`config.mk`:
```
export PLATFORM = sky130hd
export DESIGN_NAME = mem_access_unit_flat
export DESIGN_NICKNAME = d
export VERILOG_FILES = /design/src/rtl/mem_access_unit_if.sv /design/src/rtl/mem_access_unit.sv /design/src/flat_wrapper.sv
export SDC_FILE = /design/constraint.sdc
export NUM_CORES = 1
export LEC_CHECK = 0
export ABC_AREA = 1
export BUFFER_PORTS_ARGS = -buffer_cell sky130_fd_sc_hd__buf_2
export CAP_MARGIN = 20
export CORE_UTILIZATION = 52
export CTS_CLUSTER_SIZE = 20
export DETAILED_ROUTE_END_ITERATION = 8
export PLACE_DENSITY = 0.81
export SETUP_SLACK_MARGIN = 0.05
export SYNTH_ARGS = -nofsm -noshare
export SYNTH_HDL_FRONTEND = slang
export SYNTH_SLANG_ARGS = --single-unit
```
`constraint.sdc`:
```
create_clock -name clk -period 6.1 [get_ports clk]
set_input_delay 1.22 -clock clk [delete_from_list [all_inputs] [get_ports clk]]
set_output_delay 1.22 -clock clk [all_outputs]
set_load 0.02 [all_outputs]
```
`src/rtl/mem_access_unit_if.sv`:
```
// mem_access_unit_if: bundles the core-side request/response signals and the
// SDRAM-side read/write channels used by mem_access_unit.
//   slave  : view of mem_access_unit (core requests in, SDRAM requests out)
//   master : view of the environment (core requester + SDRAM model)
// Core side : mem_wr_req, mem_rd_req, funct3, mem_addr, mem_wr_data ->
//             mem_rd_data, mem_wr_fin, mem_rd_fin, mem_err
// SDRAM side: sdram_rd_req/addr -> sdram_rd_data/fin,
//             sdram_wr_req/addr/data -> sdram_wr_fin
interface mem_access_unit_if;
    logic        mem_wr_req;
    logic        mem_rd_req;
    logic [2:0]  funct3;
    logic [31:0] mem_addr;
    logic [31:0] mem_wr_data;
    logic [31:0] mem_rd_data;
    logic        mem_wr_fin;
    logic        mem_rd_fin;
    logic        mem_err;

    logic        sdram_rd_req;
    logic [31:0] sdram_rd_addr;
    logic [31:0] sdram_rd_data;
    logic        sdram_rd_fin;
    logic        sdram_wr_req;
    logic [31:0] sdram_wr_addr;
    logic [31:0] sdram_wr_data;
    logic        sdram_wr_fin;

    modport slave (
        input  mem_wr_req, mem_rd_req, funct3, mem_addr, mem_wr_data,
        output mem_rd_data, mem_wr_fin, mem_rd_fin, mem_err,
        output sdram_rd_req, sdram_rd_addr,
        input  sdram_rd_data, sdram_rd_fin,
        output sdram_wr_req, sdram_wr_addr, sdram_wr_data,
        input  sdram_wr_fin
    );

    modport master (
        output mem_wr_req, mem_rd_req, funct3, mem_addr, mem_wr_data,
        input  mem_rd_data, mem_wr_fin, mem_rd_fin, mem_err,
        input  sdram_rd_req, sdram_rd_addr,
        output sdram_rd_data, sdram_rd_fin,
        input  sdram_wr_req, sdram_wr_addr, sdram_wr_data,
        output sdram_wr_fin
    );
endinterface

```
`src/rtl/mem_access_unit.sv`:
```
// mem_access_unit: memory stage between the execution core and a single-port
// SDRAM. Converts RV32 byte/half/word loads and stores into word-aligned SDRAM
// transactions; sub-word stores use read-modify-write. Loads return a
// sign/zero-extended result together with a one-cycle completion pulse.
//
// Ports:
//   clk     : clock
//   reset   : asynchronous, active-high reset
//   io_bus  : mem_access_unit_if.slave (core request/response + SDRAM channels)
//
// Parameters:
//   TIMEOUT : max cycles to wait for one SDRAM ack; 0 disables the watchdog.
//
// Build option:
//   MEM_MISALIGN_TRAP_EN : when defined, misaligned H/W accesses complete
//   immediately with mem_err=1 and no SDRAM activity. When undefined, the low
//   address bits below the access size are ignored.
module mem_access_unit #(
    parameter int unsigned TIMEOUT = 1024
) (
    input logic                  clk,
    input logic                  reset,
    mem_access_unit_if.slave     io_bus
);

    typedef enum logic [2:0] {
        StIdle,
        StLd,
        StRmwRd,
        StSt,
        StDone
    } state_t;

    state_t      r_state;
    state_t      w_state_next;
    logic [31:0] r_addr,     w_addr_next;
    logic [31:0] r_wdata,    w_wdata_next;
    logic [2:0]  r_funct3,   w_funct3_next;
    logic        r_is_store, w_is_store_next;
    logic [31:0] r_rd_data,  w_rd_data_next;
    logic        r_err,      w_err_next;
    logic [31:0] r_wdog,     w_wdog_next;

    logic        w_timeout;
    logic        w_misalign;

    // funct3[1:0] selects size; funct3[2] selects zero-extension.
    function automatic logic f_is_byte(input logic [2:0] f3);
        return f3 == 3'b000 || f3 == 3'b100;
    endfunction

    function automatic logic f_is_half(input logic [2:0] f3);
        return f3 == 3'b001 || f3 == 3'b101;
    endfunction

    function automatic logic [31:0] f_load_extend(input logic [31:0] word,
                                                  input logic [1:0]  lo,
                                                  input logic [2:0]  f3);
        logic [7:0]  b;
        logic [15:0] h;
        b = word[{lo, 3'b000} +: 8];
        h = lo[1] ? word[31:16] : word[15:0];
        if (f_is_byte(f3)) begin
            return f3[2] ? {24'b0, b} : {{24{b[7]}}, b};
        end else if (f_is_half(f3)) begin
            return f3[2] ? {16'b0, h} : {{16{h[15]}}, h};
        end
        return word;
    endfunction

    function automatic logic [31:0] f_store_merge(input logic [31:0] old_word,
                                                  input logic [31:0] new_data,
                                                  input logic [1:0]  lo,
                                                  input logic [2:0]  f3);
        logic [4:0]  sh;
        logic [31:0] mask;
        logic [31:0] lane;
        sh   = 5'd0;
        mask = 32'hFFFF_FFFF;
        lane = new_data;
        if (f_is_byte(f3)) begin
            sh   = {lo, 3'b000};
            mask = 32'h0000_00FF << sh;
            lane = {24'b0, new_data[7:0]} << sh;
        end else if (f_is_half(f3)) begin
            sh   = {lo[1], 4'b0000};
            mask = 32'h0000_FFFF << sh;
            lane = {16'b0, new_data[15:0]} << sh;
        end
        return (old_word & ~mask) | lane;
    endfunction

`ifdef MEM_MISALIGN_TRAP_EN
    // Anything not B/H is a word access, including reserved funct3 codes.
    assign w_misalign = (f_is_half(io_bus.funct3) && io_bus.mem_addr[0]) ||
                        (!f_is_half(io_bus.funct3) && !f_is_byte(io_bus.funct3) &&
                         io_bus.mem_addr[1:0] != 2'b00);
`else
    assign w_misalign = 1'b0;
`endif

    // Fires on the last allowed wait cycle, so the SDRAM req is high for
    // exactly TIMEOUT cycles.
    assign w_timeout = (TIMEOUT != 0) && (r_wdog == 32'(TIMEOUT - 1));

    always_ff @(posedge clk or posedge reset) begin
        if (reset) begin
            r_state    <= StIdle;
            r_addr     <= '0;
            r_wdata    <= '0;
            r_funct3   <= '0;
            r_is_store <= 1'b0;
            r_rd_data  <= '0;
            r_err      <= 1'b0;
            r_wdog     <= '0;
        end else begin
            r_state    <= w_state_next;
            r_addr     <= w_addr_next;
            r_wdata    <= w_wdata_next;
            r_funct3   <= w_funct3_next;
            r_is_store <= w_is_store_next;
            r_rd_data  <= w_rd_data_next;
            r_err      <= w_err_next;
            r_wdog     <= w_wdog_next;
        end
    end

    always_comb begin
        w_state_next    = r_state;
        w_addr_next     = r_addr;
        w_wdata_next    = r_wdata;
        w_funct3_next   = r_funct3;
        w_is_store_next = r_is_store;
        w_rd_data_next  = r_rd_data;
        w_err_next      = r_err;
        w_wdog_next     = '0;

        unique case (r_state)
            StIdle: begin
                if (io_bus.mem_wr_req || io_bus.mem_rd_req) begin
                    // Store wins when both requests are high.
                    w_addr_next     = io_bus.mem_addr;
                    w_funct3_next   = io_bus.funct3;
                    w_is_store_next = io_bus.mem_wr_req;
                    w_wdata_next    = io_bus.mem_wr_data;
                    w_err_next      = 1'b0;
                    if (w_misalign) begin
                        w_err_next   = 1'b1;
                        w_state_next = StDone;
                    end else if (!io_bus.mem_wr_req) begin
                        w_state_next = StLd;
                    end else if (f_is_byte(io_bus.funct3) || f_is_half(io_bus.funct3)) begin
                        w_state_next = StRmwRd;
                    end else begin
                        w_state_next = StSt;
                    end
                end
            end
            StLd: begin
                if (io_bus.sdram_rd_fin) begin
                    w_rd_data_next = f_load_extend(io_bus.sdram_rd_data, r_addr[1:0], r_funct3);
                    w_state_next   = StDone;
                end else if (w_timeout) begin
                    w_err_next   = 1'b1;
                    w_state_next = StDone;
                end else begin
                    w_wdog_next = r_wdog + 32'd1;
                end
            end
            StRmwRd: begin
                if (io_bus.sdram_rd_fin) begin
                    w_wdata_next = f_store_merge(io_bus.sdram_rd_data, r_wdata,
                                                 r_addr[1:0], r_funct3);
                    w_state_next = StSt;
                end else if (w_timeout) begin
                    w_err_next   = 1'b1;
                    w_state_next = StDone;
                end else begin
                    w_wdog_next = r_wdog + 32'd1;
                end
            end
            StSt: begin
                if (io_bus.sdram_wr_fin) begin
                    w_state_next = StDone;
                end else if (w_timeout) begin
                    w_err_next   = 1'b1;
                    w_state_next = StDone;
                end else begin
                    w_wdog_next = r_wdog + 32'd1;
                end
            end
            StDone: begin
                w_state_next = StIdle;
            end
            default: begin
                w_state_next = StIdle;
            end
        endcase
    end

    // Outputs decode straight from the state register so a reset drops the
    // SDRAM requests without waiting for a clock edge.
    always_comb begin
        io_bus.sdram_rd_req  = (r_state == StLd) || (r_state == StRmwRd);
        io_bus.sdram_wr_req  = (r_state == StSt);
        io_bus.sdram_rd_addr = {r_addr[31:2], 2'b00};
        io_bus.sdram_wr_addr = {r_addr[31:2], 2'b00};
        io_bus.sdram_wr_data = r_wdata;
        io_bus.mem_wr_fin    = (r_state == StDone) && r_is_store;
        io_bus.mem_rd_fin    = (r_state == StDone) && !r_is_store;
        io_bus.mem_err       = r_err;
        io_bus.mem_rd_data   = r_rd_data;
    end

endmodule

```
`src/flat_wrapper.sv`:
```
// flat-port wrapper written by rule: the top's interface ports become plain ports
module mem_access_unit_flat 
#(
    parameter int unsigned TIMEOUT = 1024
)
  (clk, reset, io_bus_mem_wr_req, io_bus_mem_rd_req, io_bus_funct3, io_bus_mem_addr, io_bus_mem_wr_data, io_bus_mem_rd_data, io_bus_mem_wr_fin, io_bus_mem_rd_fin, io_bus_mem_err, io_bus_sdram_rd_req, io_bus_sdram_rd_addr, io_bus_sdram_rd_data, io_bus_sdram_rd_fin, io_bus_sdram_wr_req, io_bus_sdram_wr_addr, io_bus_sdram_wr_data, io_bus_sdram_wr_fin);
  mem_access_unit_if io_bus_i ();
  input logic clk;
  input logic reset;
  input wire logic [$bits(io_bus_i.mem_wr_req)-1:0] io_bus_mem_wr_req;
  input wire logic [$bits(io_bus_i.mem_rd_req)-1:0] io_bus_mem_rd_req;
  input wire logic [$bits(io_bus_i.funct3)-1:0] io_bus_funct3;
  input wire logic [$bits(io_bus_i.mem_addr)-1:0] io_bus_mem_addr;
  input wire logic [$bits(io_bus_i.mem_wr_data)-1:0] io_bus_mem_wr_data;
  output wire logic [$bits(io_bus_i.mem_rd_data)-1:0] io_bus_mem_rd_data;
  output wire logic [$bits(io_bus_i.mem_wr_fin)-1:0] io_bus_mem_wr_fin;
  output wire logic [$bits(io_bus_i.mem_rd_fin)-1:0] io_bus_mem_rd_fin;
  output wire logic [$bits(io_bus_i.mem_err)-1:0] io_bus_mem_err;
  output wire logic [$bits(io_bus_i.sdram_rd_req)-1:0] io_bus_sdram_rd_req;
  output wire logic [$bits(io_bus_i.sdram_rd_addr)-1:0] io_bus_sdram_rd_addr;
  input wire logic [$bits(io_bus_i.sdram_rd_data)-1:0] io_bus_sdram_rd_data;
  input wire logic [$bits(io_bus_i.sdram_rd_fin)-1:0] io_bus_sdram_rd_fin;
  output wire logic [$bits(io_bus_i.sdram_wr_req)-1:0] io_bus_sdram_wr_req;
  output wire logic [$bits(io_bus_i.sdram_wr_addr)-1:0] io_bus_sdram_wr_addr;
  output wire logic [$bits(io_bus_i.sdram_wr_data)-1:0] io_bus_sdram_wr_data;
  input wire logic [$bits(io_bus_i.sdram_wr_fin)-1:0] io_bus_sdram_wr_fin;
  assign io_bus_i.mem_wr_req = io_bus_mem_wr_req;
  assign io_bus_i.mem_rd_req = io_bus_mem_rd_req;
  assign io_bus_i.funct3 = io_bus_funct3;
  assign io_bus_i.mem_addr = io_bus_mem_addr;
  assign io_bus_i.mem_wr_data = io_bus_mem_wr_data;
  assign io_bus_mem_rd_data = io_bus_i.mem_rd_data;
  assign io_bus_mem_wr_fin = io_bus_i.mem_wr_fin;
  assign io_bus_mem_rd_fin = io_bus_i.mem_rd_fin;
  assign io_bus_mem_err = io_bus_i.mem_err;
  assign io_bus_sdram_rd_req = io_bus_i.sdram_rd_req;
  assign io_bus_sdram_rd_addr = io_bus_i.sdram_rd_addr;
  assign io_bus_i.sdram_rd_data = io_bus_sdram_rd_data;
  assign io_bus_i.sdram_rd_fin = io_bus_sdram_rd_fin;
  assign io_bus_sdram_wr_req = io_bus_i.sdram_wr_req;
  assign io_bus_sdram_wr_addr = io_bus_i.sdram_wr_addr;
  assign io_bus_sdram_wr_data = io_bus_i.sdram_wr_data;
  assign io_bus_i.sdram_wr_fin = io_bus_sdram_wr_fin;
  mem_access_unit #(.TIMEOUT(TIMEOUT)) u_core (.clk(clk), .reset(reset), .io_bus(io_bus_i));
endmodule
```
==> results.cfg, run 1 <==
[run_status]
status = finished, final reports clean

[worst_setup_path]
required_ps = 4880
r2r_slack_ps = 3680
cp_max_fo = 37
crit_path_end_kind = output pin
critical_path_class = flip-flop to output pin
arrival_ps = 1840
start_kind = flip-flop

[grt]
grt_start_max_net_pins = 89
grtUsageTotal_pct = 28.46
antenna_found_initial = 0
grt_pass1_wl_um = 32850
overflow = 0
grt_pass1_vias = 6737

[sta]
min_period_ps = 3061
max_slew.worst_pin.slew_ps = 774.4
final-setup-viol-count = 0
fmax_mhz = 326.7
rsz0062_at_grt = no
relSlewSlack_pct = 48.37
fin_crit_sh_pct = 50.18
hold_viol_final = 0
slew_viol_final = 0
finClkSkew_ps = 7.018
fin_tns_setup_ps = 0

[clock_tree]
numCtsBuffers = 17
clk_pin_slew_worst_paths_ps = 60
cts_htree_levels = 4
cts_tree = built
root_buffer = clkbuf_16
numClockSinks = 136
holdBufCountCts = 0
ctsResizeCount = 0
clock_path_buffers = 2
clk_latency_ps = 420
cts_setup_buffers = 0

[final_layout]
antenna_cells = 0
fin_area_sq_um = 9156
final_cell_mix = nand2_1, buf_2, dfrtp_1
finalNetCount = 1342
layout_commonest_cell = nand2_1
synthToLayoutAreaGrowth_pct = 19.36
layout-drive-gt1-share_pct = 24.30
fin_cells = 1431

[synthesis]
yosys.cell_types.count = 33
syn_area_sq_um = 7671
synthCells = 1072
ys_ff_latch = 136
synth-edff-count = 0
synth.area.top_cells = dfrtp_1, nand2_1, buf_4
yosys_warnings = 0
synth_ff_type = dfrtp_1
async_flop_share_pct = 100.0
yosysTopAreaCell = dfrtp_1
syn_avg_cell_area_sq_um = 7.156
ys_seq_area_share_pct = 44.36
synth.top_cell.area_share_pct = 44.36

[placement]
dp_hpwl_um = 15540
gp_congestion = 0.9210
dp_cells = 1397
placed_area_sq_um = 8467
io_buffers = 233

[die]
fp.coreArea_sq_um = 14480
start_util_pct = 52.98
die_w_um = 123.5
pin_count = 238
chipHeight_um = 123.5
die_area_sq_um = 15240
fp-row-count = 44

[pwr]
switching_power_uw = 2403
clkPwrFrac_pct = 20.3
vdd_drop_max_mv = 0.2897
powerDensity_nw_per_um2 = 559.6
internal-power_uw = 2722
finalPower_uw = 5124
sw_frac_of_total_pct = 46.89
power.share.sequential_pct = 30.2
leakagePower_uw = 0.004906
pwr-share-comb_pct = 49.5

[route]
drt_iter0_drc = 577
drc = 0
drtAntennaViolNets = 0
avgRoutedWirePerCell_um = 15.04
drt-total-wl_um = 21530
firstDrtPassIters = 5
via_per_inst = 5.219
vias = 7468

[hold_path]
holdCritPathClass = flip-flop to flip-flop

[job]
maxCapViolCount = 0
per-stage QoR:
stage	setup slack [ps]	utilization, %	hold WS [ps]
after floorplan	1241	-	431.1
after global placement	2001	58.48	451.7
after detailed placement	1844	58.48	458.7
after CTS	2113	62.53	466.3
after global routing	2933	63.24	498.2
final	3039	63.24	462.7
layout make-up:
cell class                 instances  area, sq um
fill                            1298         5323
tap                              184        230.2
multi-input combinational        767         3366
inverter                          75        286.5
clock inverter                     8        122.6
sequential                       136         3403
clock buffer                      22        464.2
timing repair buffer             239         1284
path summary, 6_finish.rpt:
path | from | end | cells past startpoint
max | u_core.r_state[2] | io_bus_sdram_rd_req | 4
min | u_core.r_wdog[0] | u_core.r_wdog[0] | 1
max reg2reg | u_core.r_state[0] | u_core.io_bus.sdram_wr_data[21] | 8
min reg2reg | u_core.r_wdog[0] | u_core.r_wdog[0] | 1
max in group asynchronous | reset | u_core.r_wdog[6] | 3
min in group asynchronous | reset | u_core.r_addr[15] | 2
cells in the mapped netlist (all sizes together) (5+ instances only):
| master | number |
|---|---|
| nor2 | 138 |
| clkbuf | 18 |
| a31oi | 8 |
| nand4 | 5 |
| nand2 | 377 |
| nand3 | 57 |
| xor2 | 9 |
| or2 | 17 |
| dfrtp | 136 |
| xnor2 | 5 |
| a21oi | 87 |
| o21ai | 47 |
| inv | 74 |
| buf | 79 |
power by group through the flow:
stage,Combinational (uW),Sequential (uW),Clock (uW)
floorplan,1760,1730,0
global placement,2380,1570,0
detailed placement,2430,1570,0
CTS,2430,1570,1050
global route,2820,1600,1080
finish,2530,1550,1040
state kept, by name, summed over array words and instances, names as in the netlist:
signal and cells:
u_core.r_state 3, u_core.r_is_store 1, u_core.io_bus.mem_err 1, u_core.io_bus.sdram_wr_data 32, u_core.io_bus.mem_rd_data 32, u_core.r_addr 32, u_core.r_wdog 32, u_core.r_funct3 3
routing by layer:
layer / track usage (%) / share of wire, % / vias to the layer above / wire, um
li1: - / - / 3632 / -
met1: 35.13 / 41 / 3429 / 8835
met3: 6.734 / 7.7 / 52 / 1657
met2: 47.42 / 48 / 355 / 10400
met4: 12.35 / 3.0 / 0 / 637
met5: 0 / 0 / - / 0
critical path, cell delays in order (launching register included):
cell and delay, ps:
dfrtp_1 450, nor3_4 320, inv_2 330, nand2_1 140, buf_2 180
cells by family (layout without fill, tap and decap cells):
logic type / count (synthesis) / after routing / synth area share, %
flops: 136 / 136 / 44.36
simple gates: 604 / 604 / 32.29
buf+inv: 172 / 344 / 11.91
fa+ha+maj: 1 / 1 / 0.1631
xor+xnor: 14 / 14 / 1.598
other cells: 1 / 4 / 0.04888
compound gates: 144 / 144 / 9.623
(Power assumes the default switching activity.)
==> inputs of run 2 (changes only) <==
--- a/config.mk
+++ b/config.mk
@@ -8,10 +8,10 @@
 export ABC_AREA = 1
 export BUFFER_PORTS_ARGS = -buffer_cell sky130_fd_sc_hd__buf_2
 export CAP_MARGIN = 20
-export CORE_UTILIZATION = 52
+export CORE_UTILIZATION = 47
 export CTS_CLUSTER_SIZE = 20
 export DETAILED_ROUTE_END_ITERATION = 8
-export PLACE_DENSITY = 0.81
+export PLACE_DENSITY = 0.77
 export SETUP_SLACK_MARGIN = 0.05
 export SYNTH_ARGS = -nofsm -noshare
 export SYNTH_HDL_FRONTEND = slang
==> constraint.sdc (replaced) <==
create_clock -name clk -period 2.8 [get_ports clk]
set_input_delay 0.56 -clock clk [delete_from_list [all_inputs] [get_ports clk]]
set_output_delay 0.56 -clock clk [all_outputs]
set_load 0.02 [all_outputs]
==> results.cfg, run 2 (synthesis gave the netlist of run 1 again) <==
[run_status]
status = finished, final reports clean

[sta]
max_slew.worst_pin.slew_ps = 877.0
fin_crit_sh_pct = 74.46
final-setup-viol-count = 0
rsz0062_at_grt = no
finClkSkew_ps = 11.01
fmax_mhz = 479.6
fin_tns_setup_ps = 0
relSlewSlack_pct = 41.47
min_period_ps = 2085
hold_viol_final = 0
fin_hold_ws_ps = 213.0
slew_viol_final = 0

[clock_tree]
ctsResizeCount = 0
cts_htree_levels = 4
cts_tree = built
clk_latency_ps = 420
numCtsBuffers = 17
holdBufCountCts = 0
cts_setup_buffers = 0
root_buffer = clkbuf_16
clk_pin_slew_worst_paths_ps = 60
clock_path_buffers = 2
numClockSinks = 136

[worst_setup_path]
required_ps = 3100
cp_top_family = simple AND/OR/NAND/NOR gates
arrival_ps = 2390
cp_slowest_cell = dfrtp_1
critPathBufInv = 0
path_cells = nor2_1, nand2_1, or2_1, nand2_2, o21ai_2, nand2_1, nand2_1
crit_path_end_kind = flip-flop
critical_path_class = flip-flop to flip-flop
cp_max_fo = 23
slowest_delay_ps = 420
worst_path_most_repeated_cell = nand2_1
start_kind = flip-flop

[die]
pin_count = 238
chipHeight_um = 129.8
start_util_pct = 48.29
die_w_um = 129.8
fp-row-count = 46
die_area_sq_um = 16840
fp.coreArea_sq_um = 15890

[job]
maxCapViolCount = 0

[route]
drc = 0
via_per_inst = 5.101
drtAntennaViolNets = 0
firstDrtPassIters = 5
drt-total-wl_um = 22100
avgRoutedWirePerCell_um = 15.02
vias = 7504
drt_iter0_drc = 479

[pwr]
powerDensity_nw_per_um2 = 1211
leakagePower_uw = 0.004926
vdd_drop_max_mv = 0.5937

[grt]
grt_start_max_net_pins = 47
grt_pass1_vias = 6715
antenna_found_initial = 1
grt_pass1_wl_um = 33940
grtUsageTotal_pct = 26.58
overflow = 0

[final_layout]
fillers = 1493
layout-drive-gt1-share_pct = 24.70
layout_commonest_cell = nand2_1
antenna_cells = 0
final-seq-area_sq_um = 3403
multi_input_comb_area_sq_um = 3366
final_cell_mix = nand2_1, buf_2, dfrtp_1
synthToLayoutAreaGrowth_pct = 20.18
finalNetCount = 1348

[placement]
dp_hpwl_um = 16590
io_buffers = 233
gp_congestion = 0.9274

[hold_path]
holdCritPathClass = input port to async pin
[run 2: changes by cell type in the layout (fill, tap and decap cells not counted), sizes merged]
| cell | before | now |
|---|---|---|
| inv | 74 | 73 |
| clkinvlp | 0 | 1 |
| clkbuf | 22 | 24 |
| buf | 239 | 245 |
[run 2: layer usage]
layer  part of all wire, %  vias to the layer above  global-route usage (%)  wire, um
met1                    42                     3430                   34.02      9237
met5                 0.045                        -                       0        10
li1                      -                     3653                       -         -
met4                   3.0                        2                   11.15       659
met3                   7.8                       48                   6.068      1720
met2                    47                      371                   43.47     10470
[run 2: final cells by class]
type	instances	area share (%)
clock inverters	8	1.289
inverters	75	3.094
multi-input cells	767	36.51
well taps	216	2.932
flip-flops and latches	136	36.92
clock buffers	24	5.225
repair buffers	245	14.03
[run 2: final timing paths]
| path | depth (start not counted) | to | slack (ps) | startpoint |
|---|---|---|---|---|
| max in group asynchronous | 3 | u_core.io_bus.mem_rd_data[21] | 1950 | reset |
| max | 7 | u_core.io_bus.sdram_wr_data[18] | 720 | u_core.r_state[0] |
| min in group clk | 3 | u_core.r_addr[5] | 340 | io_bus_mem_addr[5] |
| min reg2reg | 1 | u_core.r_wdog[0] | 470 | u_core.r_wdog[0] |
| max reg2reg | 7 | u_core.io_bus.sdram_wr_data[18] | 720 | u_core.r_state[0] |
| min | 2 | u_core.r_is_store | 210 | reset |
[run 2: power breakdown]
group | leakage (uW) | total, uW | switching (uW) | internal (uW)
Sequential | 0.00171 | 3370 | 625 | 2740
Clock | 0.000298 | 2270 | 801 | 1470
Combinational | 0.00292 | 5530 | 3840 | 1690
Total | 0.00493 | 11200 | 5270 | 5900
[run 2: stage by stage]
stage	std cells	utilization [%]	total power, uW	cell area, sq um	setup slack [ps]
after global placement	1439	54.25	8769	8618	771.2
after global routing	1471	58.03	11990	9219	531.7
after CTS	1471	58.03	11200	9219	712.3
after floorplan	1075	-	7605	7686	546.9
final	1471	58.03	11170	9219	715.1
after detailed placement	1439	54.25	8880	8618	684.2
